===== src/rtl/scope_capture_ctrl_if.sv =====
// Sample-RAM write port driven by the scope capture controller.
interface scope_capture_ctrl_if #(
  parameter int NSIG = 1,
  parameter int AW   = 10
);
  logic            wr_en;
  logic [AW-1:0]   wr_addr;
  logic [NSIG-1:0] wr_data;

  modport master (output wr_en, output wr_addr, output wr_data);
  modport slave  (input  wr_en, input  wr_addr, input  wr_data);
endinterface


===== src/rtl/scope_capture_ctrl.sv =====
// Scope capture sequencer: arm -> pre-trigger fill -> wait for trigger -> post-trigger fill -> done,
// writing decimated trigger-stage samples into a circular sample RAM.
module scope_capture_ctrl #(
  parameter int NSIG = 1,
  parameter int AW   = 10,
  parameter int DW   = 16
) (
  input  logic                 clk,
  input  logic                 reset,
  input  logic [NSIG-1:0]      sig,
  input  logic                 triggered,
  input  logic                 arm,
  input  logic                 abort,
  input  logic                 force_trig,
  input  logic [AW-1:0]        npre,
  input  logic [AW-1:0]        npost,
  input  logic [DW-1:0]        div,
  scope_capture_ctrl_if.master ram,
  output logic [AW-1:0]        trig_addr,
  output logic                 busy,
  output logic                 done,
  output logic [2:0]           state
);

  typedef enum logic [2:0] {
    IDLE = 3'd0,
    PRE  = 3'd1,
    WAIT = 3'd2,
    POST = 3'd3,
    DONE = 3'd4
  } state_t;

  state_t          state_q, state_d;

  logic [DW-1:0]   div_q, div_d;
  logic [DW-1:0]   presc_q, presc_d;
  logic [AW-1:0]   npre_q, npre_d;
  logic [AW-1:0]   npost_q, npost_d;
  logic [AW-1:0]   ptr_q, ptr_d;
  logic [AW-1:0]   cnt_q, cnt_d;
  logic [AW-1:0]   cnt_inc;
  logic [AW-1:0]   trig_addr_q, trig_addr_d;

  logic            wr_en_q, wr_en_d;
  logic [AW-1:0]   wr_addr_q, wr_addr_d;
  logic [NSIG-1:0] wr_data_q, wr_data_d;

  logic            active;
  logic            stb;
  logic            trig;

  assign active  = (state_q == PRE) || (state_q == WAIT) || (state_q == POST);
  assign stb     = active && (presc_q == '0);
  assign trig    = triggered | force_trig;
  assign cnt_inc = cnt_q + 1'b1;

  always_ff @(posedge clk or posedge reset) begin
    if (reset) begin
      state_q <= IDLE;
    end else begin
      state_q <= state_d;
    end
  end

  always_comb begin
    state_d     = state_q;
    div_d       = div_q;
    npre_d      = npre_q;
    npost_d     = npost_q;
    ptr_d       = ptr_q;
    cnt_d       = cnt_q;
    trig_addr_d = trig_addr_q;
    wr_en_d     = 1'b0;
    wr_addr_d   = wr_addr_q;
    wr_data_d   = wr_data_q;
    presc_d     = presc_q;

    if (active) begin
      presc_d = (presc_q == div_q) ? '0 : presc_q + 1'b1;
    end

    // Abort outranks everything, including an arm or a strobe write in the same cycle.
    if (abort) begin
      state_d = IDLE;
    end else begin
      case (state_q)
        IDLE, DONE: begin
          if (arm) begin
            state_d     = (npre == '0) ? WAIT : PRE;
            ptr_d       = '0;
            cnt_d       = '0;
            presc_d     = '0;
            npre_d      = npre;
            npost_d     = npost;
            div_d       = div;
            trig_addr_d = '0;
          end
        end

        PRE, WAIT, POST: begin
          if (stb) begin
            wr_en_d   = 1'b1;
            wr_data_d = sig;
            wr_addr_d = ptr_q;
            ptr_d     = ptr_q + 1'b1;

            if (state_q == PRE) begin
              cnt_d = cnt_inc;
              if (cnt_inc == npre_q) begin
                state_d = WAIT;
                cnt_d   = '0;
              end
            end else if (state_q == WAIT) begin
              if (trig) begin
                trig_addr_d = ptr_q;
                cnt_d       = '0;
                state_d     = (npost_q == '0) ? DONE : POST;
              end
            end else begin
              cnt_d = cnt_inc;
              if (cnt_inc == npost_q) begin
                state_d = DONE;
              end
            end
          end
        end

        default: state_d = IDLE;
      endcase
    end
  end

  always_ff @(posedge clk or posedge reset) begin
    if (reset) begin
      div_q       <= '0;
      presc_q     <= '0;
      npre_q      <= '0;
      npost_q     <= '0;
      ptr_q       <= '0;
      cnt_q       <= '0;
      trig_addr_q <= '0;
      wr_en_q     <= 1'b0;
      wr_addr_q   <= '0;
      wr_data_q   <= '0;
    end else begin
      div_q       <= div_d;
      presc_q     <= presc_d;
      npre_q      <= npre_d;
      npost_q     <= npost_d;
      ptr_q       <= ptr_d;
      cnt_q       <= cnt_d;
      trig_addr_q <= trig_addr_d;
      wr_en_q     <= wr_en_d;
      wr_addr_q   <= wr_addr_d;
      wr_data_q   <= wr_data_d;
    end
  end

  assign ram.wr_en   = wr_en_q;
  assign ram.wr_addr = wr_addr_q;
  assign ram.wr_data = wr_data_q;
  assign trig_addr   = trig_addr_q;
  assign busy        = active;
  assign done        = (state_q == DONE);
  assign state       = state_q;

endmodule


===== src/flat_wrapper.sv =====
// flat-port wrapper written by rule: the top's interface ports become plain ports
module scope_capture_ctrl_flat 
#(
  parameter int NSIG = 1,
  parameter int AW   = 10,
  parameter int DW   = 16
)
  (clk, reset, sig, triggered, arm, abort, force_trig, npre, npost, div, trig_addr, busy, done, state, ram_wr_en, ram_wr_addr, ram_wr_data);
  scope_capture_ctrl_if #(.NSIG(NSIG), .AW(AW)) ram_i ();
  input  logic clk;
  input  logic reset;
  input  logic [NSIG-1:0] sig;
  input  logic triggered;
  input  logic arm;
  input  logic abort;
  input  logic force_trig;
  input  logic [AW-1:0] npre;
  input  logic [AW-1:0] npost;
  input  logic [DW-1:0] div;
  output logic [AW-1:0] trig_addr;
  output logic busy;
  output logic done;
  output logic [2:0] state;
  output wire logic [$bits(ram_i.wr_en)-1:0] ram_wr_en;
  output wire logic [$bits(ram_i.wr_addr)-1:0] ram_wr_addr;
  output wire logic [$bits(ram_i.wr_data)-1:0] ram_wr_data;
  assign ram_wr_en = ram_i.wr_en;
  assign ram_wr_addr = ram_i.wr_addr;
  assign ram_wr_data = ram_i.wr_data;
  scope_capture_ctrl #(.NSIG(NSIG), .AW(AW), .DW(DW)) u_core (.clk(clk), .reset(reset), .sig(sig), .triggered(triggered), .arm(arm), .abort(abort), .force_trig(force_trig), .npre(npre), .npost(npost), .div(div), .ram(ram_i), .trig_addr(trig_addr), .busy(busy), .done(done), .state(state));
endmodule

===== config.mk =====
export PLATFORM = sky130hd
export DESIGN_NAME = scope_capture_ctrl_flat
export DESIGN_NICKNAME = d
export VERILOG_FILES = /design/src/rtl/scope_capture_ctrl_if.sv /design/src/rtl/scope_capture_ctrl.sv /design/src/flat_wrapper.sv
export SDC_FILE = /design/constraint.sdc
export NUM_CORES = 1
export LEC_CHECK = 0
export ABC_AREA = 1
export CAP_MARGIN = 30
export CORE_ASPECT_RATIO = 1.4
export CORE_UTILIZATION = 50
export DETAILED_ROUTE_END_ITERATION = 8
export PLACE_DENSITY = 0.76
export SETUP_SLACK_MARGIN = 0.4
export SYNTH_ARGS = -nofsm -noshare
export SYNTH_HDL_FRONTEND = slang
export SYNTH_SLANG_ARGS = --single-unit

===== constraint.sdc =====
create_clock -name clk -period 3.4 [get_ports clk]
set_input_delay 0.68 -clock clk [delete_from_list [all_inputs] [get_ports clk]]
set_output_delay 0.68 -clock clk [all_outputs]
set_load 0.05 [all_outputs]

==> reports/results.txt <==
CP Capture Type = primary output
CTS tree = built
most common cell after layout, fill and taps aside = nand2_1
synth-to-layout area growth = 19.8%
fin crit share = 83.3%
status = finished clean
Setup Crit Path Kind = reg -> out
Clock Sinks = 97
first-pass GRT wire length = 20400 um
minimum clock period = 2.83 ns
final setup fails = 0
clk_lat worst skew = 0.35 ns
Hold Vio Cnt, Final = 0
CTS max path bufs = 2
Vias = 4538
non-filler cells, final = 860
chip height = 124 um
# rows = 44
Total Negative Setup Slacks = 0 ns
Yosys Warn Count = 0
startpoint types = flop
Netlist Area Pre-Place = 5300 um2
Tot GR Track Use = 24.4%
worst vdd ir = 0.000334 V
cts hold-fix bufs = 0
Placed Area = 6060 um2
Primary FF master, synth = dfrtp_1
die area = 11000 um2
Max Fclk = 0.353 GHz
Slew @ Worst Pin = 0.909 ns
DR WL/cell = 14.2 um
Synth Register Bits = 97
layout net count = 764
die width = 89.0 um
total CTS buffers = 9
Post-DRT Antenna Nets = 0
# diodes = 0
antenna violations before repair = 0
clk_skew = 0.00963 ns
largest net degree at the start of global routing = 98
DRC errors left = 0
Rel. slew slack = 39.2%
final slew viol count = 0
WP data arrival = 2.15 ns
Starting DRT DRC Count = 288
Final HPWL DP = 8920 um
final instance area = 6350 um2
distinct cell type count of the synthesized netlist = 43
fraction of layout cells with a size suffix above 1 = 8.31%
vias in the first global route = 4389
FILL cells = 915
Storage cell area = 2430 um2
total gr overflow = 0
wirelength, routed = 12200 um
unrepaired setup endpoints after global routing = no
TritonRoute pass-1 iters = 5
sequential fraction of the synthesis area = 45.8%
Placed Instances = 844
worst hold path class = reg -> reg
Max Cap Viol = 0
routability congestion estimate = 0.938
synthesized area per cell = 8.08 um2
CTS resizes = 0
Syn Inst Count = 656
Core Area = 10300 um2
CTS HTree Levels = 3
worst-path fanout max = 5
area occupied by multi-input gates = 2470 um2
Root Buffer = clkbuf_16
Initial Util = 51.2%
EDFF count, synth = 0
PortBufs = 69
required time of the critical path = 2.72 ns
LEAKAGE = 2.88 nW
hold_ws = 0.482 ns
# IOs = 70
Reg clk slew, reported paths = 0.07 ns
commonest cells after routing, fill and taps aside = nand2_1, dfrtp_1, clkdlybuf4s50_1
Via density = 5.28
Synthesized Nets = 703
pwr/cell area = 797 nW/um2
Async S/R FF share, synth = 100%
post-CTS setup buffers = 0
## through the flow
stage / utilization [%] / power (W) / setup WS [ns]
3_3_place_gp: 58.6 / 0.00401 / 0.685
4_1_cts: 61.3 / 0.00509 / 0.567
3_5_place_dp: 58.6 / 0.00409 / 0.557
5_1_grt: 61.3 / 0.00543 / 0.509
2_1_floorplan: - / 0.00352 / 1.10
6_report: 61.3 / 0.00506 / 0.567
## worst max-delay path, stage by stage, from the launching register on
cell and delay (ns):
dfrtp_1 0.48, nor2_4 0.22, inv_1 0.12, nor2_1 0.16, clkdlybuf4s50_1 0.83
## cell families (layout without fill, tap and decap cells)
group	Yosys count	after routing	synth area share, %
xor gates and xnor gates	29	29	4.79
DFF	97	97	45.8
AOI/OAI and AO/OA	71	71	8.81
adders and majority gates	4	4	0.945
and+or+nand+nor	364	364	32.1
buffers and inverters	91	157	7.51
## cells in the mapped netlist (all sizes together), types with 11 or more instances
| master | instances | share of area, % |
|---|---|---|
| nor2 | 53 | 4.8 |
| inv | 71 | 5.2 |
| o31ai | 14 | 2.0 |
| nand3 | 35 | 3.5 |
| dfrtp | 97 | 46 |
| nor3 | 14 | 1.5 |
| buf | 13 | 1.8 |
| nand2 | 215 | 16 |
| xor2 | 11 | 1.8 |
| nand4 | 20 | 2.4 |
| xnor2 | 18 | 3.0 |
| o21ai | 40 | 4.5 |
## power by group
part           switching, W  total, W  internal [W]
sequential         0.000319   0.00182       0.00150
clock              0.000482  0.000994      0.000512
combinational       0.00148   0.00225      0.000766
## worst paths after layout
check / slack [ns] / cells past startpoint / end / start
setup / recovery: 0.57 / 4 / done / u_core.state[0]$_DFFE_PP0P_
max in group asynchronous: 2.18 / 3 / u_core.npost_q[1]$_DFFE_PP0P_ / reset
hold / removal: 0.48 / 2 / u_core.trig_addr[9]$_DFFE_PP0P_ / u_core.trig_addr[9]$_DFFE_PP0P_
min in group asynchronous: 0.81 / 3 / u_core.cnt_q[5]$_DFFE_PP0P_ / reset
hold reg to reg: 0.48 / 2 / u_core.trig_addr[9]$_DFFE_PP0P_ / u_core.trig_addr[9]$_DFFE_PP0P_
setup reg to reg: 0.87 / 11 / u_core.npost_q[4]$_DFFE_PP0P_ / u_core.presc_q[10]$_DFF_PP0_
## per-layer routing
metal | GRT usage [%] | routed length (um)
met1 | 30.5 | 5080
met5 | 0 | 0
met4 | 9.72 | 319
met2 | 41.1 | 6170
met3 | 5.04 | 631
## state kept, by name, indices dropped and copies added, names as in the netlist, 3 cells and up
register            cells
u_core.ram.wr_addr     10
u_core.presc_q         16
u_core.npre_q          10
u_core.trig_addr       10
u_core.state            3
u_core.cnt_q           10
u_core.ptr_q           10
u_core.div_q           16
u_core.npost_q         10
## layout make-up
| type | instances | share of cell area [%] |
|---|---|---|
| Clock buffer | 9 | 3.55 |
| Clock inverter | 7 | 0.966 |
| Inverter | 71 | 4.38 |
| Multi-Input combinational cell | 468 | 39.0 |
| Sequential cell | 97 | 38.2 |
| Tap cell | 138 | 2.72 |
| Timing Repair Buffer | 70 | 11.2 |
No activity file was read; power rests on OpenSTA's default activity.
==> RTL edit: new RTL, config.mk and constraints unchanged <==
`DW` is set to 16 in 2 places; all go to 32.
--- a/src/rtl/scope_capture_ctrl.sv
+++ b/src/rtl/scope_capture_ctrl.sv
@@ -3,7 +3,7 @@
 module scope_capture_ctrl #(
   parameter int NSIG = 1,
   parameter int AW   = 10,
-  parameter int DW   = 16
+  parameter int DW   = 32
 ) (
   input  logic                 clk,
   input  logic                 reset,
--- a/src/flat_wrapper.sv
+++ b/src/flat_wrapper.sv
@@ -3,7 +3,7 @@
 #(
   parameter int NSIG = 1,
   parameter int AW   = 10,
-  parameter int DW   = 16
+  parameter int DW   = 32
 )
   (clk, reset, sig, triggered, arm, abort, force_trig, npre, npost, div, trig_addr, busy, done, state, ram_wr_en, ram_wr_addr, ram_wr_data);
   scope_capture_ctrl_if #(.NSIG(NSIG), .AW(AW)) ram_i ();
Interface: changed (resized div); port bits go from 70 to 86. No check against the original RTL was run, so the function may have changed too.
==> RTL edit against the unedited design <==
- maximum frequency is 3.9% higher
- routed wire length increased by 55%
- sequential share of layout area fell by 3.1 points
- area after synthesis grew 43%
- total power up 23%
- design area increased by 45%
- count of clock-buffer cells in the layout is 12 higher
- worst setup slack better by 0.11 ns
- sequential power grew 25%
- worst hold slack better by 0.0019 ns
- sequential cell count rose by 32
==> RTL edit: results (changes against the unedited design) <==
Post-CTS Setup Bufs=0 (unchanged); Worst R2R End=u_core.cnt_q[1]; Max rail drop VDD=0.382 mV (+14%); Reg clk slew, reported paths=~0.060 ns; Yosys warning count=0 (unchanged); final WL=18.9 mm (+55%); Cell variety after synth=45 (+4.7%); DP Area=8580 µm² (+41%); first-pass GRT wire length=32.0 mm (+57%); CTS Buf Count=17 (+8); worst hold path type=reg -> reg; syn nets=1099 (+56%); sequential-to-total area share from yosys stat=42.6% (-3.2 points); GPL Wtd Cong=0.905 (-3.5%); worst r2r src=u_core.presc_q[21]; Max FO, Critical Path=18 (+13); post-layout net count=1175 (+54%); Root Driver=clkbuf_16; hold_ws=0.484 ns (+0.00192 ns); flop2flop setup slack=1.02 ns (+0.15 ns); largest cells by area after synthesis=dfrtp_1, nand2_1, inv_1, nand3_1, nor2_1; met2 usage=46.3% (+5.2 points); Iter 0 DRT Violations=358 (+24%); H-tree Lvls=4 (+1); Hold Path End=u_core.trig_addr[1]; P_leak=4.27 nW (+48%); skew final=0.00748 ns (-0.00215 ns); Slew HR=55.5% (+16 points); synth cell count leaders=nand2_1, dfrtp_1, inv_1; vias post-DR=6788 (+50%); largest net degree at the start of global routing=130 (+33%); number of global-route vias before repair=6629 (+51%); post-cts sizing count=0 (unchanged); hpwl dp=14.0 mm (+57%); Initial DRT Pass Iterations=5 (unchanged); Max Root-Sink Buffers=2 (unchanged); worst path arrival time=2.05 ns (-0.10 ns); HP Start=u_core.trig_addr[1]; layout cell share with drive strength beyond 1=8.19% (-0.13 points); met3 usage=4.23% (-0.80 points); met1 global-route usage=30.4% (-0.050 points); top flop regs=u_core.div_q: 32 flops, u_core.presc_q: 32 flops; status=finished, final reports clean; Synth Flop Type=dfrtp_1; worst reg2reg path depth=10 (-1); clk_lat worst skew=0.43 ns (+0.08 ns); I/O Buffers=85 (+23%); GRT Overall Usage=26.4% (+2.0 points)
## RTL edit: cell count changes after synthesis, moves of 17 or more
cell / unedited run / this run
clkbuf_1: 6 / 23
dfrtp_1: 97 / 129
inv_1: 66 / 101
nand2_1: 207 / 367
nand3_1: 33 / 67
nor2_1: 43 / 84
o21ai_1: 10 / 30
## RTL edit: layer usage
metal	routed length, µm	share of wire (%)	vias up
met5	0	0	-
met4	848	4.5	0
met3	619	3.3	51
met2	9860	52	148
met1	7610	40	3128
li1	-	-	3461
## RTL edit: critical path, cell delays in order (launching register included)
cell and delay [ns]:
dfrtp_1 0.42, inv_2 0.07, nand2_4 0.19, nand2_4 0.07, inv_2 0.06, clkdlybuf4s50_1 0.79
## RTL edit: area by class of cell
| class | count | area, µm² |
|---|---|---|
| well taps | 189 | 236 |
| repair buffers | 93 | 923 |
| fillers | 1291 | 5440 |
| clock buffers | 21 | 470 |
| multi-input cells | 757 | 3740 |
| flip-flops and latches | 129 | 3230 |
| clock inverters | 10 | 149 |
| inverters | 114 | 444 |
## RTL edit: logic make-up (layout without fill, tap and decap cells)
group | Yosys count | after routing | synth area share [%]
AO/OA/AOI/OAI | 93 | 93 | 7.61
XOR/XNOR | 39 | 39 | 4.51
adder cells (fa/ha/maj) | 4 | 4 | 0.661
buffers and inverters | 150 | 238 | 7.98
flip-flops | 129 | 129 | 42.6
AND/OR/NAND/NOR | 621 | 621 | 36.6
## RTL edit: worst max-delay path by stage
| stage | endpoint | slack (ns) | cells past startpoint |
|---|---|---|---|
| 5_1_grt | busy | 0.60 | 5 |
| 3_5_place_dp | u_core.npost_q[2] | 0.75 | 8 |
| 3_3_place_gp | u_core.cnt_q[1] | 0.81 | 8 |
| 6_report | busy | 0.67 | 5 |
| 2_1_floorplan | busy | 1.00 | 5 |
| 4_1_cts | busy | 0.66 | 5 |
## RTL edit: stage by stage
step | setup WS [ns] | cells
global route | 0.597 | 1313
CTS | 0.658 | 1313
global placement | 0.807 | 1282
detailed placement | 0.749 | 1282
finish | 0.673 | 1313
floorplan | 1.00 | 1036
## RTL edit: power breakdown
group / switching [mW] / internal, mW / total (mW)
clock: 0.695 / 1.22 / 1.91
combinational: 1.30 / 0.747 / 2.05
sequential: 0.336 / 1.93 / 2.27
